`config.mk`:
```
export PLATFORM = sky130hd
export DESIGN_NAME = hight_round_ctrl
export DESIGN_NICKNAME = d
export VERILOG_FILES = /design/src/rtl/hight_round_ctrl.sv
export SDC_FILE = /design/constraint.sdc
export NUM_CORES = 1
export LEC_CHECK = 0
export ABC_AREA = 0
export CAP_MARGIN = 10
export CORE_ASPECT_RATIO = 1.4
export CORE_MARGIN = 2
export CORE_UTILIZATION = 55
export DETAILED_ROUTE_END_ITERATION = 12
export DONT_BUFFER_PORTS = 1
export PLACE_DENSITY = 0.79
export RECOVER_POWER = 50
export SETUP_SLACK_MARGIN = 0.4
export SLEW_MARGIN = 20
export SYNTH_ARGS = -nofsm -noshare
export SYNTH_HDL_FRONTEND = slang
export SYNTH_SLANG_ARGS = --single-unit
```
`constraint.sdc`:
```
create_clock -name clk -period 2.15 [get_ports clk]
set_clock_uncertainty 0.15 [all_clocks]
set_input_delay 0.43 -clock clk [delete_from_list [all_inputs] [get_ports clk]]
set_output_delay 0.43 -clock clk [all_outputs]
set_load 0.03 [all_outputs]
```
`src/rtl/hight_round_ctrl.sv`:
```
// ---------------------------------------------------------------------------
// hight_round_ctrl
//
// Sequencer for one HIGHT block operation (encrypt or decrypt). It parks and
// primes the subkey generator, then strobes the round datapath through the
// initial whitening step, NUM_ROUNDS rounds and the final whitening step.
// Completion is reported with a start/ready/done handshake.
//
// Optional feature macro: HIGHT_CTRL_ABORT_EN
//   When defined, abort_i / aborted_o exist and a busy operation can be
//   cancelled. When undefined, an accepted operation always runs to done.
//
// Ports
//   clk          in   clock
//   reset        in   synchronous, active-high reset
//   start_i      in   operation request, accepted only while ready_o=1
//   mode_i       in   1=encrypt, 0=decrypt, sampled on an accepted start
//   abort_i      in   cancel a busy operation (HIGHT_CTRL_ABORT_EN only)
//   ready_o      out  high in IDLE
//   busy_o       out  high in LOAD, PRIME, RUN, FINAL
//   key_load_o   out  pulse on the accepted start cycle
//   sk_reset_o   out  subkey generator reset (high in IDLE and LOAD)
//   sk_ed_o      out  subkey generator direction, equals latched mode
//   init_en_o    out  initial whitening strobe (last PRIME cycle)
//   round_en_o   out  high while a round subkey is valid
//   round_num_o  out  round index 1..32 (enc) / 32..1 (dec), else 0
//   final_en_o   out  final whitening strobe
//   done_o       out  completion pulse
//   aborted_o    out  abort pulse (HIGHT_CTRL_ABORT_EN only)
// ---------------------------------------------------------------------------
module hight_round_ctrl #(
    parameter int NUM_ROUNDS   = 32,
    parameter int PRIME_CYCLES = 2
) (
    input  logic       clk,
    input  logic       reset,
    input  logic       start_i,
    input  logic       mode_i,
`ifdef HIGHT_CTRL_ABORT_EN
    input  logic       abort_i,
    output logic       aborted_o,
`endif
    output logic       ready_o,
    output logic       busy_o,
    output logic       key_load_o,
    output logic       sk_reset_o,
    output logic       sk_ed_o,
    output logic       init_en_o,
    output logic       round_en_o,
    output logic [5:0] round_num_o,
    output logic       final_en_o,
    output logic       done_o
);

    typedef enum logic [2:0] {
        S_IDLE  = 3'd0,
        S_LOAD  = 3'd1,
        S_PRIME = 3'd2,
        S_RUN   = 3'd3,
        S_FINAL = 3'd4,
        S_DONE  = 3'd5
    } state_t;

    localparam logic [5:0] LAST_PRIME = 6'(PRIME_CYCLES - 1);
    localparam logic [5:0] LAST_ROUND = 6'(NUM_ROUNDS - 1);
    localparam logic [5:0] ROUNDS_V   = 6'(NUM_ROUNDS);

    state_t     state_q, state_d;
    logic [5:0] cnt_q, cnt_d;
    logic       mode_q, mode_d;

    // Output registers; their next values are decoded from the next state so
    // the strobes line up with the state they describe.
    logic       ready_q, ready_d;
    logic       busy_q, busy_d;
    logic       sk_reset_q, sk_reset_d;
    logic       init_en_q, init_en_d;
    logic       round_en_q, round_en_d;
    logic [5:0] round_num_q, round_num_d;
    logic       final_en_q, final_en_d;
    logic       done_q, done_d;

    // key_load and aborted describe the current cycle's accepted event, so
    // they cannot be delayed by a register.
    logic       key_load_s;
    logic       aborted_s;

    // Next-state, counter and latched-mode logic.
    always_comb begin
        state_d    = state_q;
        cnt_d      = cnt_q;
        mode_d     = mode_q;
        key_load_s = 1'b0;
        aborted_s  = 1'b0;
        case (state_q)
            S_IDLE: begin
                if (start_i && !reset) begin
                    key_load_s = 1'b1;
                    mode_d     = mode_i;
                    cnt_d      = 6'd0;
                    state_d    = S_LOAD;
                end else begin
                    cnt_d = 6'd0;
                end
            end
            S_LOAD: begin
                cnt_d   = 6'd0;
                state_d = S_PRIME;
            end
            S_PRIME: begin
                if (cnt_q == LAST_PRIME) begin
                    cnt_d   = 6'd0;
                    state_d = S_RUN;
                end else begin
                    cnt_d = cnt_q + 6'd1;
                end
            end
            S_RUN: begin
                if (cnt_q == LAST_ROUND) begin
                    cnt_d   = 6'd0;
                    state_d = S_FINAL;
                end else begin
                    cnt_d = cnt_q + 6'd1;
                end
            end
            S_FINAL: begin
                state_d = S_DONE;
            end
            S_DONE: begin
                state_d = S_IDLE;
            end
            default: begin
                cnt_d   = 6'd0;
                state_d = S_IDLE;
            end
        endcase
`ifdef HIGHT_CTRL_ABORT_EN
        // Abort only cancels busy states; IDLE and DONE ignore it.
        if (abort_i && !reset &&
            (state_q == S_LOAD || state_q == S_PRIME ||
             state_q == S_RUN  || state_q == S_FINAL)) begin
            aborted_s = 1'b1;
            cnt_d     = 6'd0;
            state_d   = S_IDLE;
        end else begin
            aborted_s = 1'b0;
        end
`endif
    end

    // Output decode from the next state, registered below.
    always_comb begin
        ready_d     = 1'b0;
        busy_d      = 1'b0;
        sk_reset_d  = 1'b0;
        init_en_d   = 1'b0;
        round_en_d  = 1'b0;
        round_num_d = 6'd0;
        final_en_d  = 1'b0;
        done_d      = 1'b0;
        case (state_d)
            S_IDLE: begin
                ready_d    = 1'b1;
                sk_reset_d = 1'b1;
            end
            S_LOAD: begin
                busy_d     = 1'b1;
                sk_reset_d = 1'b1;
            end
            S_PRIME: begin
                busy_d    = 1'b1;
                init_en_d = (cnt_d == LAST_PRIME);
            end
            S_RUN: begin
                busy_d     = 1'b1;
                round_en_d = 1'b1;
                // Encrypt walks subkeys upward, decrypt walks them downward.
                if (mode_d) begin
                    round_num_d = cnt_d + 6'd1;
                end else begin
                    round_num_d = ROUNDS_V - cnt_d;
                end
            end
            S_FINAL: begin
                busy_d     = 1'b1;
                final_en_d = 1'b1;
            end
            S_DONE: begin
                done_d = 1'b1;
            end
            default: begin
                ready_d    = 1'b1;
                sk_reset_d = 1'b1;
            end
        endcase
    end

    // State, counter, latched mode and output registers.
    always_ff @(posedge clk) begin
        if (reset) begin
            state_q     <= S_IDLE;
            cnt_q       <= 6'd0;
            mode_q      <= 1'b1;
            ready_q     <= 1'b1;
            busy_q      <= 1'b0;
            sk_reset_q  <= 1'b1;
            init_en_q   <= 1'b0;
            round_en_q  <= 1'b0;
            round_num_q <= 6'd0;
            final_en_q  <= 1'b0;
            done_q      <= 1'b0;
        end else begin
            state_q     <= state_d;
            cnt_q       <= cnt_d;
            mode_q      <= mode_d;
            ready_q     <= ready_d;
            busy_q      <= busy_d;
            sk_reset_q  <= sk_reset_d;
            init_en_q   <= init_en_d;
            round_en_q  <= round_en_d;
            round_num_q <= round_num_d;
            final_en_q  <= final_en_d;
            done_q      <= done_d;
        end
    end

    assign ready_o     = ready_q;
    assign busy_o      = busy_q;
    assign key_load_o  = key_load_s;
    assign sk_reset_o  = sk_reset_q;
    assign sk_ed_o     = mode_q;
    assign init_en_o   = init_en_q;
    assign round_en_o  = round_en_q;
    assign round_num_o = round_num_q;
    assign final_en_o  = final_en_q;
    assign done_o      = done_q;
`ifdef HIGHT_CTRL_ABORT_EN
    assign aborted_o   = aborted_s;
`endif

endmodule

```
==> flow_summary.yaml <==
status:
  outcome: "complete, but fails checks"
  violations: "negative setup slack"
yosys:
  synthDistinctLibCells: 42
  synthCells: 127
  synth_area_per_cell_um2: 9.20
  netlist_top_cells_area: "dfxtp_1 (39%), nor2_1 (5.8%), xnor2_1 (5.2%)"
  synth_top_area_cell: "dfxtp_1"
  synth_top_area_share: 0.394
  syn_area_um2: 1170
  syn_nets: 134
  async_flop_share: 0
  yosysSeqAreaShare: 0.394
  ys_seq_elements: 23
  synth-warning-count: 0
  synth_top_flop_cell: "dfxtp_1"
  synth_edf_count: 0
setup_path:
  rr_endpoint: "round_num_o[4]"
  rr_worst_depth: 9
  end_kind: "flip-flop"
  critPathKind: "flip-flop to flip-flop"
  cp-start-kind: "flip-flop"
  timing.rr.start: "cnt_q[0]"
  worstPathArrival_ns: 2.31
  crit_fanout: 5
  cp.required_ns: 2.21
  rrSetupSlack_ns: -0.10
detailed_routing:
  detail-route-antenna-nets: 0
  dr.pass1.iters: 4
  wl_um: 3250
  vias: 1079
  vias_per_cell: 6.13
  wl_per_cell_um: 18.5
  initialDrtViolationCount: 46
  drc: 0
power:
  p_clk_frac: 0.260
  power.share.combinational: 0.143
  sequentialPowerShare: 0.596
  finalPower_w: 0.000758
  p_leak_nw: 0.666
  switching_share: 0.272
  p_int_w: 0.000552
  ir_drop_v: 0.000434
  switchingPower_w: 0.000206
  power_density_nw_per_um2: 467
sta:
  setup_viol: 2
  worstMarginPinSlew_ns: 0.404
  rsz0062_at_grt: "true"
  timing.hold.ws_ns: 0.0204
  hold_viol: 0
  max_freq_mhz: 444
  relSlewSlack: 0.730
  slew_violations: 0
  min_period_over_period: 1.05
  setup_ws_ns: -0.102
  layout_min_cycle_time_ns: 2.25
placed_design:
  pre_cts_ws_ns: -0.112
  dp_cells: 162
  dpl.hpwl_um: 2070
  postPlaceCellArea_um2: 1390
  routabilityCongestion: 0.979
  io_buffers: 0
min_path:
  min_path_cells: 1
  min-delay-start: "reset"
  worstHoldPathType: "input pin to flip-flop"
  min_to: "cnt_q[4]"
finish:
  fillers: 114
  area_growth_pct: 38.9
  layout-drive-gt1-share: 0.458
  final_nets: 163
  final_common_cell: "buf_4"
  ff_latch_area_um2: 473
  multi_input_area_um2: 838
  fin_area_um2: 1620
  stdcell_count: 176
  layout_common_cells: "buf_4 (23), dfxtp_1 (19), nor2_1 (16), nand2_1 (11), xnor2_1 (6)"
  diodes: 0
floorplan:
  die_area_um2: 2510
  start_util: 0.585
  pin_count: 19
  coreArea_um2: 2000
  die_w_um: 43.0
  rows: 19
  die_h_um: 58.5
global_routing:
  grt_use_total: 0.233
  grt_max_degree: 14
  grt_pass1_wl_um: 4470
  antenna_found_initial: 0
  grt_pass1_vias: 1004
  grt_overflow: 0
clocking:
  clockBufferDepth: 2
  cts_root_buf: "clkbuf_4"
  numCtsBuffers: 3
  cts_tree: "done"
  clk_latency_ns: 0.31
  clock-sinks: 23
  h-tree-depth: 1
  clkTransAtPathRegs_ns: 0.12
job:
  cap_violations: 0
## layout make-up
type,count,area share
inverters,6,0.0162
well taps,21,0.0162
clock inverters,1,0.00308
repair buffers,29,0.143
multi-input cells,93,0.517
flip-flops and latches,23,0.291
clock buffers,3,0.0139
## worst max-delay path, cell delays in order, from the launching register on
cell and delay, ns:
dfxtp_4 0.39, ha_4 0.17, and4_4 0.16, and2_4 0.17
o41a_4 0.41, ha_4 0.19, a31oi_4 0.14, o22ai_1 0.09
xnor2_1 0.18, nor2_1 0.08
## cell families after synthesis
| family | after synthesis | synth area share |
|---|---|---|
| DFF | 23 | 0.394 |
| AOI/OAI and AO/OA | 21 | 0.146 |
| buffers and inverters | 11 | 0.0589 |
| and+or+nand+nor | 57 | 0.271 |
| xor gates and xnor gates | 9 | 0.0675 |
| adders and majority gates | 3 | 0.0321 |
| muxes | 3 | 0.0310 |
## Yosys cell counts, types with 2 or more instances
cell type / n
dfxtp_1: 23
nor2_1: 18
nand2_1: 12
xnor2_1: 7
inv_1: 6
a21oi_1: 5
nand3_1: 4
and2_1: 3
buf_6: 3
ha_1: 3
nand4_1: 3
o22ai_1: 3
a31oi_1: 2
a32oi_1: 2
and2_4: 2
and3_1: 2
nor2b_1: 2
o21ai_0: 2
xor2_1: 2
## worst max path at each step
stage / from / endpoint / cells after the start
after CTS: cnt_q[1] / round_num_o[4] / 9
final: cnt_q[0] / round_num_o[4] / 9
after floorplan: reset / round_num_o[5] / 7
after global placement: cnt_q[1] / round_num_o[5] / 8
after global routing: cnt_q[0] / round_num_o[4] / 9
after detailed placement: cnt_q[1] / round_num_o[4] / 9
## registers in the layout, indices dropped and copies added, names as in the netlist
name	cells
cnt_q	6
round_num_o	6
state_q	3
busy_o	1
done_o	1
final_en_o	1
init_en_o	1
ready_o	1
round_en_o	1
sk_ed_o	1
sk_reset_o	1
## what timing repair did
action | CTS | global route
hold endpoints to repair | 0 | 2
hold buffers | 0 | 1
pin swaps | 3 | 10
buffers inserted | 1 | 8
resized for setup | 1 | 27
endpoints found under the setup margin | 8 | 15
## layer usage
metal,up-vias,wire (µm),GRT usage
met5,-,0,0
met4,0,85,0.113
met3,13,150,0.0491
met2,52,1770,0.411
met1,517,1240,0.265
li1,497,-,-
## per-stage QoR
stage / utilization / TNS (ns)
after floorplan: - / 0
after global placement: 0.697 / -0.0162
after detailed placement: 0.697 / -0.171
after CTS: 0.716 / -0.140
after global routing: 0.813 / -0.328
final: 0.813 / -0.195
## power by group through the flow
stage / registers [W] / logic [W] / clock network [W]
after global routing: 0.000453 / 0.000116 / 0.000222
final: 0.000452 / 0.000109 / 0.000198
after CTS: 0.000452 / 0.0000832 / 0.000199
after detailed placement: 0.000463 / 0.0000825 / 0
after floorplan: 0.000462 / 0.0000660 / 0
after global placement: 0.000463 / 0.0000794 / 0
Power figures use the tool's default switching activity.
